[config.mk]
export PLATFORM = sky130hd
export DESIGN_NAME = rv_fetch_unit
export DESIGN_NICKNAME = d
export VERILOG_FILES = /design/src/rtl/rv_pkg.sv /design/src/rtl/rv_fetch_fifo.sv /design/src/rtl/rv_fetch_unit.sv
export SDC_FILE = /design/constraint.sdc
export NUM_CORES = 1
export LEC_CHECK = 0
export BUFFER_PORTS_ARGS = -buffer_cell sky130_fd_sc_hd__buf_2
export CORE_UTILIZATION = 32
export DETAILED_ROUTE_END_ITERATION = 8
export PLACE_DENSITY = 0.54
export SYNTH_ARGS = -nofsm -noshare
export SYNTH_HDL_FRONTEND = slang
export SYNTH_HIERARCHICAL = 1
export SYNTH_SLANG_ARGS = --single-unit
[constraint.sdc]
create_clock -name clk -period 3.9 [get_ports clk]
set_clock_uncertainty 0.2 [all_clocks]
set_input_delay 0.78 -clock clk [delete_from_list [all_inputs] [get_ports clk]]
set_output_delay 0.78 -clock clk [all_outputs]
set_load 0.03 [all_outputs]
[src/rtl/rv_pkg.sv]
// rtl/rv_pkg.sv - shared constants and types for the rv fetch path
package rv_pkg;

    localparam int XLEN_DEFAULT = 64;
    localparam int ILEN         = 32;

    localparam logic [ILEN-1:0] RV_NOP = 32'h0000_0013;

    // Default-width fetch-queue entry; parametrised users size entries with entry_width()
    typedef struct packed {
        logic [XLEN_DEFAULT-1:0] pc;
        logic [ILEN-1:0]         instr;
    } fetch_entry_t;

    localparam int FETCH_ENTRY_W = XLEN_DEFAULT + ILEN;

    function automatic int entry_width(input int xlen);
        return xlen + ILEN;
    endfunction

endpackage

[src/rtl/rv_fetch_fifo.sv]
// rtl/rv_fetch_fifo.sv - synchronous FIFO with flush, used for fetch data and PC tags
module rv_fetch_fifo #(
    parameter int WIDTH = 32,
    parameter int DEPTH = 4,
    localparam int AW   = $clog2(DEPTH),
    localparam int CW   = AW + 1
) (
    input  logic             clk,
    input  logic             rstn,
    input  logic             flush,
    input  logic             push,
    input  logic [WIDTH-1:0] push_data,
    input  logic             pop,
    output logic [WIDTH-1:0] pop_data,
    output logic [CW-1:0]    count,
    output logic             full,
    output logic             empty
);

    logic [WIDTH-1:0] mem [DEPTH];
    logic [AW-1:0]    wr_ptr;
    logic [AW-1:0]    rd_ptr;
    logic             do_push;
    logic             do_pop;

    assign full     = (count == CW'(DEPTH));
    assign empty    = (count == '0);
    assign do_push  = push && !full;
    assign do_pop   = pop && !empty;
    assign pop_data = mem[rd_ptr];

    // Storage array; contents need no reset since count gates visibility
    always_ff @(posedge clk) begin
        if (do_push) begin
            mem[wr_ptr] <= push_data;
        end
    end

    // Pointers and occupancy; flush discards everything including a same-cycle push/pop
    always_ff @(posedge clk) begin
        if (!rstn || flush) begin
            wr_ptr <= '0;
            rd_ptr <= '0;
            count  <= '0;
        end else begin
            if (do_push) begin
                wr_ptr <= wr_ptr + AW'(1);
            end
            if (do_pop) begin
                rd_ptr <= rd_ptr + AW'(1);
            end
            count <= count + CW'(do_push) - CW'(do_pop);
        end
    end

endmodule

[src/rtl/rv_fetch_unit.sv]
// rtl/rv_fetch_unit.sv - decoupled instruction fetch front end with redirect flush
module rv_fetch_unit
    import rv_pkg::*;
#(
    parameter int              XLEN     = XLEN_DEFAULT,
    parameter logic [XLEN-1:0] RESET_PC = '0,
    parameter int              FQ_DEPTH = 4
) (
    input  logic            clk,
    input  logic            rstn,
    output logic            imem_req_o,
    output logic [XLEN-1:0] imem_addr_o,
    input  logic            imem_gnt_i,
    input  logic            imem_rvalid_i,
    input  logic [31:0]     imem_rdata_i,
    output logic            instr_valid_o,
    output logic [31:0]     instr_o,
    output logic [XLEN-1:0] pc_o,
    input  logic            instr_ready_i,
    input  logic            redirect_i,
    input  logic [XLEN-1:0] redirect_pc_i
);

    localparam int CW = $clog2(FQ_DEPTH) + 1;
    localparam int EW = XLEN + ILEN;

    logic [XLEN-1:0] fetch_pc;
    logic [CW-1:0]   dc;
    logic [CW-1:0]   os;
    logic [CW-1:0]   cnt;
    logic [CW-1:0]   tag_cnt;
    logic [XLEN-1:0] tag_pc;
    logic            tag_full;
    logic            tag_empty;
    logic            q_full;
    logic            q_empty;
    logic [EW-1:0]   q_data;
    logic            credit_ok;
    logic            issue;
    logic            keep_rsp;

    // Responses owed = live tags plus responses already marked for discard
    assign os        = dc + tag_cnt;
    assign credit_ok = ({1'b0, os} + {1'b0, cnt}) < (CW + 1)'(FQ_DEPTH);

    assign imem_req_o  = rstn && !redirect_i && credit_ok && !q_full && !tag_full;
    assign imem_addr_o = fetch_pc;
    assign issue       = imem_req_o && imem_gnt_i;
    assign keep_rsp    = imem_rvalid_i && (dc == '0) && !redirect_i && !tag_empty;

    assign instr_valid_o = !q_empty;
    assign instr_o       = instr_valid_o ? q_data[ILEN-1:0] : '0;
    assign pc_o          = instr_valid_o ? q_data[EW-1:ILEN] : '0;

    // Fetch PC: redirect target wins, otherwise advance one word per granted request
    always_ff @(posedge clk) begin
        if (!rstn) begin
            fetch_pc <= RESET_PC;
        end else if (redirect_i) begin
            fetch_pc <= {redirect_pc_i[XLEN-1:2], 2'b00};
        end else if (issue) begin
            fetch_pc <= fetch_pc + XLEN'(4);
        end
    end

    // Discard counter: on redirect every response still owed becomes a discard
    always_ff @(posedge clk) begin
        if (!rstn) begin
            dc <= '0;
        end else if (redirect_i) begin
            dc <= os - CW'(imem_rvalid_i);
        end else if (imem_rvalid_i && (dc != '0)) begin
            dc <= dc - CW'(1);
        end
    end

    rv_fetch_fifo #(
        .WIDTH (XLEN),
        .DEPTH (FQ_DEPTH)
    ) u_tag_q (
        .clk       (clk),
        .rstn      (rstn),
        .flush     (redirect_i),
        .push      (issue),
        .push_data (fetch_pc),
        .pop       (keep_rsp),
        .pop_data  (tag_pc),
        .count     (tag_cnt),
        .full      (tag_full),
        .empty     (tag_empty)
    );

    rv_fetch_fifo #(
        .WIDTH (EW),
        .DEPTH (FQ_DEPTH)
    ) u_instr_q (
        .clk       (clk),
        .rstn      (rstn),
        .flush     (redirect_i),
        .push      (keep_rsp),
        .push_data ({tag_pc, imem_rdata_i}),
        .pop       (instr_valid_o && instr_ready_i),
        .pop_data  (q_data),
        .count     (cnt),
        .full      (q_full),
        .empty     (q_empty)
    );

endmodule

# Word-level counts from Yosys, hierarchy flattened

Memories as Yosys holds them, arrays and structs flattened. A register that Yosys moved wholly into a read port is not among the register bits.
Index checks and enable logic that the tools add are counted.

Logic and storage cells: 70
RAM bits: 640
Register bits: 81
Memories kept: 2

Reduce and logical (&&, ||, !) cells: 28
Order comparisons: 1
Add/subtract/negate cells: 13
Bitwise gates (word level): 1
Eq/ne operators: 2
Multiplexer cells: 14

Memory list:

| memory        | words | width | read ports | clocked after Yosys merged registers in | write ports | line                | RTL |
|---|---|---|---|---|---|---|---|
| u_instr_q.mem | 4     | 96    | 1          | 1                                       | 1           | rv_fetch_fifo.sv:20 | `logic [WIDTH-1:0] mem [DEPTH];` |
| u_tag_q.mem   | 4     | 64    | 1          | 1                                       | 1           | rv_fetch_fifo.sv:20 |  |

Operators with widths:

| cell                                                                         | count |
|---|---|
| 64-bit two-way mux                                                           | 3 |
| 64-bit by 3-bit adder with 64-bit output, second input constant              | 1 |
| 32-bit two-way mux                                                           | 1 |
| 1-bit logical AND                                                            | 14 |
| 3-bit logical NOT                                                            | 3 |
| 3-bit by 1-bit subtractor with 3-bit output                                  | 3 |
| 2-bit by 1-bit adder with 2-bit output, second input constant                | 4 |
| 2-bit two-way mux                                                            | 4 |
| 3-bit by 1-bit adder with 3-bit output                                       | 2 |
| 3-bit == test, second input constant                                         | 2 |
| 1-bit logical NOT                                                            | 6 |
| 3-bit two-way mux                                                            | 2 |
| 3-bit by 3-bit adder with 4-bit output                                       | 1 |
| 4-bit by 3-bit less-than comparator with 1-bit output, second input constant | 1 |
| 1-bit two-way mux                                                            | 4 |
| 2-bit nonzero test                                                           | 2 |
| 3-bit adder                                                                  | 1 |
| 3-bit nonzero test                                                           | 1 |
| 3-bit by 1-bit subtractor with 3-bit output, second input constant           | 1 |
| 2-bit OR reduction                                                           | 1 |
| 1-bit logical OR                                                             | 1 |
| 1-bit NOT                                                                    | 1 |

# Depth between registers and ports, before layout

Word-level depth: 10
Depth in mapped cells: 20

# Modules after synthesis

The synthesis kept the hierarchy.

By module, submodules not included:

| module                    | area an instance (um^2) | times used | sequential area each (um^2) | cells each |
|---|---|---|---|---|
| rv_fetch_fifo (u_instr_q) | 14327.5                 | 1          | 11711.2                     | 554 |
| rv_fetch_fifo (u_tag_q)   | 9705.6                  | 1          | 7867.5                      | 386 |
| rv_fetch_unit             | 5038.6                  | 1          | 1301.2                      | 667 |

# Worst setup path after synthesis

Ideal clock, no wire load.

Path type: register -> register
Start point: register u_tag_q.count[0]
End point: register u_tag_q.count[2]
Path slack: -0.387 ns
Arrival: 3.968 ns
Stages on the path, launching flop included: 21
Period minus slack after synthesis: 4.287 ns
Path buffers: 2
Library setup time: 0.119 ns
Data required time: 3.581 ns
Cell sequence: dfxtp_1 ha_1 inv_1 fa_1 xor2_1 xnor2_1 ha_1 and4bb_2 nand3_2 inv_2 buf_6 clkbuf_1 and2_4 inv_1 ha_1 inv_1 ha_1 fa_1 xnor2_1 xnor2_1 nor2_1

Longest elaborated chain between the ends: 10
Elaborated cells on any way between the ends: 16
Those cells by class: add/sub (4); order compare (1); eq/ne (1); reduce/logical (10)

RTL lines:

| item                                                  | line                | RTL |
|---|---|---|
| from (decl)                                           | rv_fetch_fifo.sv:15 | `output logic [CW-1:0] count,` |
| from (signal assigned)                                | rv_fetch_fifo.sv:52 | `count <= count + CW'(do_push) - CW'(do_pop);` |
| 3-bit adder                                           | rv_fetch_unit.sv:43 | `assign os = dc + tag_cnt;` |
| 3-bit by 3-bit adder with 4-bit output                | rv_fetch_unit.sv:44 | `assign credit_ok = ({1'b0, os} + {1'b0, cnt}) < (CW + 1)'(FQ_DEPTH);` |
| 4-bit by 3-bit less-than comparator with 1-bit output | rv_fetch_unit.sv:44 |  |
| 1-bit logical AND (2 in a row)                        | rv_fetch_unit.sv:46 | `assign imem_req_o = rstn && !redirect_i && credit_ok && !q_full && !tag_full;` |
| 1-bit logical AND *                                   | rv_fetch_unit.sv:46 |  |
| 1-bit logical AND *                                   | rv_fetch_unit.sv:48 | `assign issue = imem_req_o && imem_gnt_i;` |
| net issue                                             | rv_fetch_unit.sv:39 | `logic issue;` |
| 1-bit logical AND *                                   | rv_fetch_fifo.sv:28 | `assign do_push = push && !full;` |
| 3-bit by 1-bit adder with 3-bit output *              | rv_fetch_fifo.sv:52 |  |
| 3-bit by 1-bit subtractor with 3-bit output *         | rv_fetch_fifo.sv:52 |  |

The timed path passes the listed nets; every way through them passes the cells marked *.
A chain may end at the register's enable or synchronous reset.

# Worst setup path in the final report

Start point: register dc[0]
End point: output imem_req_o

Longest elaborated chain between the ends: 6

RTL lines:

| item                                                  | line                | RTL |
|---|---|---|
| from (decl)                                           | rv_fetch_unit.sv:28 | `logic [CW-1:0] dc;` |
| from (signal assigned)                                | rv_fetch_unit.sv:71 | `dc <= os - CW'(imem_rvalid_i);` |
| from (signal assigned)                                | rv_fetch_unit.sv:73 | `dc <= dc - CW'(1);` |
| 3-bit adder                                           | rv_fetch_unit.sv:43 |  |
| 3-bit by 3-bit adder with 4-bit output                | rv_fetch_unit.sv:44 |  |
| 4-bit by 3-bit less-than comparator with 1-bit output | rv_fetch_unit.sv:44 |  |
| 1-bit logical AND (3 in a row)                        | rv_fetch_unit.sv:46 |  |
| to (decl)                                             | rv_fetch_unit.sv:11 | `output logic imem_req_o,` |

No other way between the ends.

==> metrics.md <==
| Metric | Value |
|---|---|
| Final hold vios | 0 |
| Fillers | 8322 |
| Status | complete, no violations |
| Instance area after placement | 32200 um^2 |
| Crit path kind | reg2out |
| Boundary pin count | 264 |
| CTS tree | done |
| Crit. Startpoint | dc[0]$_SDFFE_PN0P_ |
| Worst Hold Depth | 1 |
| Initial Util | 32.3% |
| Synth Register Bits | 723 |
| Max_slew headroom | 44.5% |
| Yosys top cell area share | 66.1% |
| Post-Layout Inst Area | 34600 um^2 |
| Sink Count | 723 |
| Wirelength per Cell | 24.3 um |
| Syn Area/Cell | 18.1 um^2 |
| Final HPWL from detailed placement | 49500 um |
| FF-to-FF End | u_tag_q/count[2]$_SDFF_PP0_ |
| Tot GR Track Use | 16.7% |
| Period minus WS final | 3.78 ns |
| Startpoint of the worst hold path | imem_rdata_i[4] |
| CP max stage delay | 0.33 ns |
| Antenna violations before repair | 4 |
| Worst Setup End Kind | output pin |
| # setup viols final | 0 |
| Post-layout util | 38.5% |
| Min Hold Slack | 0.180 ns |
| DRC viols | 0 |
| Area of the core | 90000 um^2 |
| Final GP Congestion | 0.821 |
| Routed wire length | 76900 um |
| Initial DRT Pass Iterations | 5 |
| Fmax | 264 MHz |
| Vias in the first global route | 16685 |
| Cells after Synth | 1607 |
| Critical-path cell list | ha_1, inv_1, fa_2, xor2_1, xnor2_1, ha_1, buf_4, nor4_4, buf_4 |
| Die width | 303 um |
| Max-cap viol count | 0 |
| Post-synth top area cell | edfxtp_1 |
| Top-count cell post-synth | edfxtp_1 |
| Die height | 303 um |
| Vias | 16212 |
| DR iter-0 viols | 1309 |
| Clock root cell | clkbuf_16 |
| CTS HTree Levels | 3 |
| Worst EP required | 2.92 ns |
| Warnings from Yosys | 6 |
| First-pass GRT wire length | 111000 um |
| CTS Buffer Depth | 3 |
| Largest net degree at the start of global routing | 73 |
| Worst slew pin tran | 0.833 ns |
| Sequential area share after synthesis | 71.8% |
| Num CTS Buffers | 78 |
| PortBufs | 259 |
| Startpoint type of the worst setup path | flop |
| Clock slew at reported path FFs | 0.06 ns |
| Routed Antenna Nets | 0 |
| Crit-path max FO | 2 |
| Reg2reg path depth | 18 |
| Area grow syn2layout | 19.1% |
| Layout cells sized above 1 | 31.7% |
| Top delay family on crit path | adder cells |
| Asr flop ratio synth | 0% |
| Layout Nets | 2052 |
| Critical path buffers and inverters | 3 |
| Global route overflow | 0 |
| Vias/cell | 5.13 |
| Crit. path cell count | 9 |
| Top post-synthesis cells by area | edfxtp_1 66%, mux4_2 12%, dfxtp_1 5.7% |
| Area occupied by multi-input gates | 7730 um^2 |
| Post-synth EDFFs | 640 |
| Seq. cell area | 20900 um^2 |
| Most used flip-flop cell after synthesis | edfxtp_1 |
| Crit share post-route | 97.0% |
| Final max-slew violation count | 0 |
| Leak | 11.3 nW |
| CTS Hold Buffers Added | 0 |
| Reg2reg setup slack | 0.16 ns |
| Crit path DAT | 2.80 ns |
| Max IR drop VDD | 339 uV |
| FP Rows | 110 |
| Pwr per Cell Area | 466 nW/um^2 |
| Crit-path slowest cell | fa_2 |
| Clk Latency, worst-skew pair | 0.62 ns |
| Die area | 92100 um^2 |
| R2r startpoint | dc[0]$_SDFFE_PN0P_ |
| Post-synthesis cell area | 29100 um^2 |
| Commonest cells in the netlist | 640 x edfxtp_1, 160 x mux4_2, 105 x nor2b_1 |
| Worst hold path class | in2reg |
| Synth cell types | 74 |
| Hold EP | u_instr_q/mem[0][4]$_DFFE_PP_ |
## area by class of cell
type,instances,share of cell area (%)
Sequential cell,723,60.4
Multi-Input combinational cell,779,22.3
Clock buffer,107,6.13
Timing Repair Buffer,317,5.85
Tap cell,1176,4.25
Clock inverter,29,0.741
Inverter,28,0.304
Antenna cell,2,0.0145
## registers in the layout, indices dropped and copies added, names as in the netlist, named ones only
signal,flops
dc,3
imem_addr_o,62
u_instr_q/count,3
u_instr_q/mem,384
u_instr_q/rd_ptr,2
u_instr_q/wr_ptr,2
u_tag_q/count,3
u_tag_q/mem,256
u_tag_q/rd_ptr,2
u_tag_q/wr_ptr,2
## worst max path at each step
stage	end
6_report	imem_req_o
5_1_grt	u_tag_q/count[2]$_SDFF_PP0_
4_1_cts	imem_addr_o[43]$_SDFFE_PN0P_
3_5_place_dp	imem_addr_o[45]$_SDFFE_PN0P_
3_3_place_gp	imem_addr_o[37]$_SDFFE_PN0P_
2_1_floorplan	u_tag_q/count[2]$_SDFF_PP0_
## per-stage QoR
stage / std cells / worst slack [ns] / setup TNS (ns) / power (mW)
after detailed placement: 3020 / 0.0535 / 0 / 9.38
after CTS: 3156 / 0.000458 / 0 / 16.3
after global routing: 3159 / -0.00261 / -0.00261 / 16.7
final: 3161 / 0.118 / 0 / 16.1
after floorplan: 1616 / -0.161 / -0.161 / 9.05
after global placement: 3020 / 0.0836 / 0 / 9.36
## metal layers
layer / vias up / track usage, % / wire [um]
li1: 7160 / - / -
met1: 8399 / 22.3 / 33000
met2: 546 / 26.7 / 36300
met3: 107 / 4.53 / 5930
met4: 0 / 4.60 / 1690
met5: - / 0 / 0
## kinds of logic after synthesis
group | count (synthesis) | synth area share, %
other | 1 | 0.0129
AND/OR/NAND/NOR | 395 | 8.28
buffers and inverters | 114 | 1.97
flip-flops | 723 | 71.8
multiplexers | 161 | 12.4
adder cells (fa/ha/maj) | 23 | 1.07
AO/OA/AOI/OAI | 173 | 3.91
XOR/XNOR | 17 | 0.512
## worst register-to-register path, delay by kind of cell, from the launching register on
family,cells,cell delay (ns)
adders and majority gates,6,1.55
buffers and inverters,4,0.24
xor gates and xnor gates,4,0.69
DFF,1,0.32
and+or+nand+nor,4,0.63
## power breakdown
part	switching (mW)	total, mW	internal (mW)
clock network	2.97	6.92	3.96
logic	0.407	0.604	0.197
registers	0.128	8.62	8.49
total	3.50	16.1	12.6
## cell usage in the layout (no fill, tap or decap), types with 9 or more instances in the layout
cell type / count
nor2b_1: 105
ha_1: 19
conb_1: 10
and3_1: 15
edfxtp_1: 640
nor2_1: 35
nor4_1: 19
a311oi_1: 13
and4_1: 11
or3_1: 9
clkbuf_1: 24
nor3_1: 15
mux4_2: 160
a31oi_1: 20
buf_4: 35
nand4_1: 29
xnor2_1: 14
nand2_1: 53
o21ai_0: 53
clkbuf_16: 79
buf_2: 258
buf_12: 23
a21oi_1: 31
or4_1: 15
clkinv_2: 10
nand3_1: 33
inv_1: 26
dfxtp_1: 77
o31ai_1: 9
## what timing repair did
action | 4_1_cts | 5_1_grt
setup endpoints to repair | 1 | 9
pin swaps | 0 | 6
buffers inserted | 0 | 3
gates cloned | 0 | 0
endpoints found under the hold margin | 0 | 0
resized for setup | 1 | 11
(Power assumes the default switching activity.)
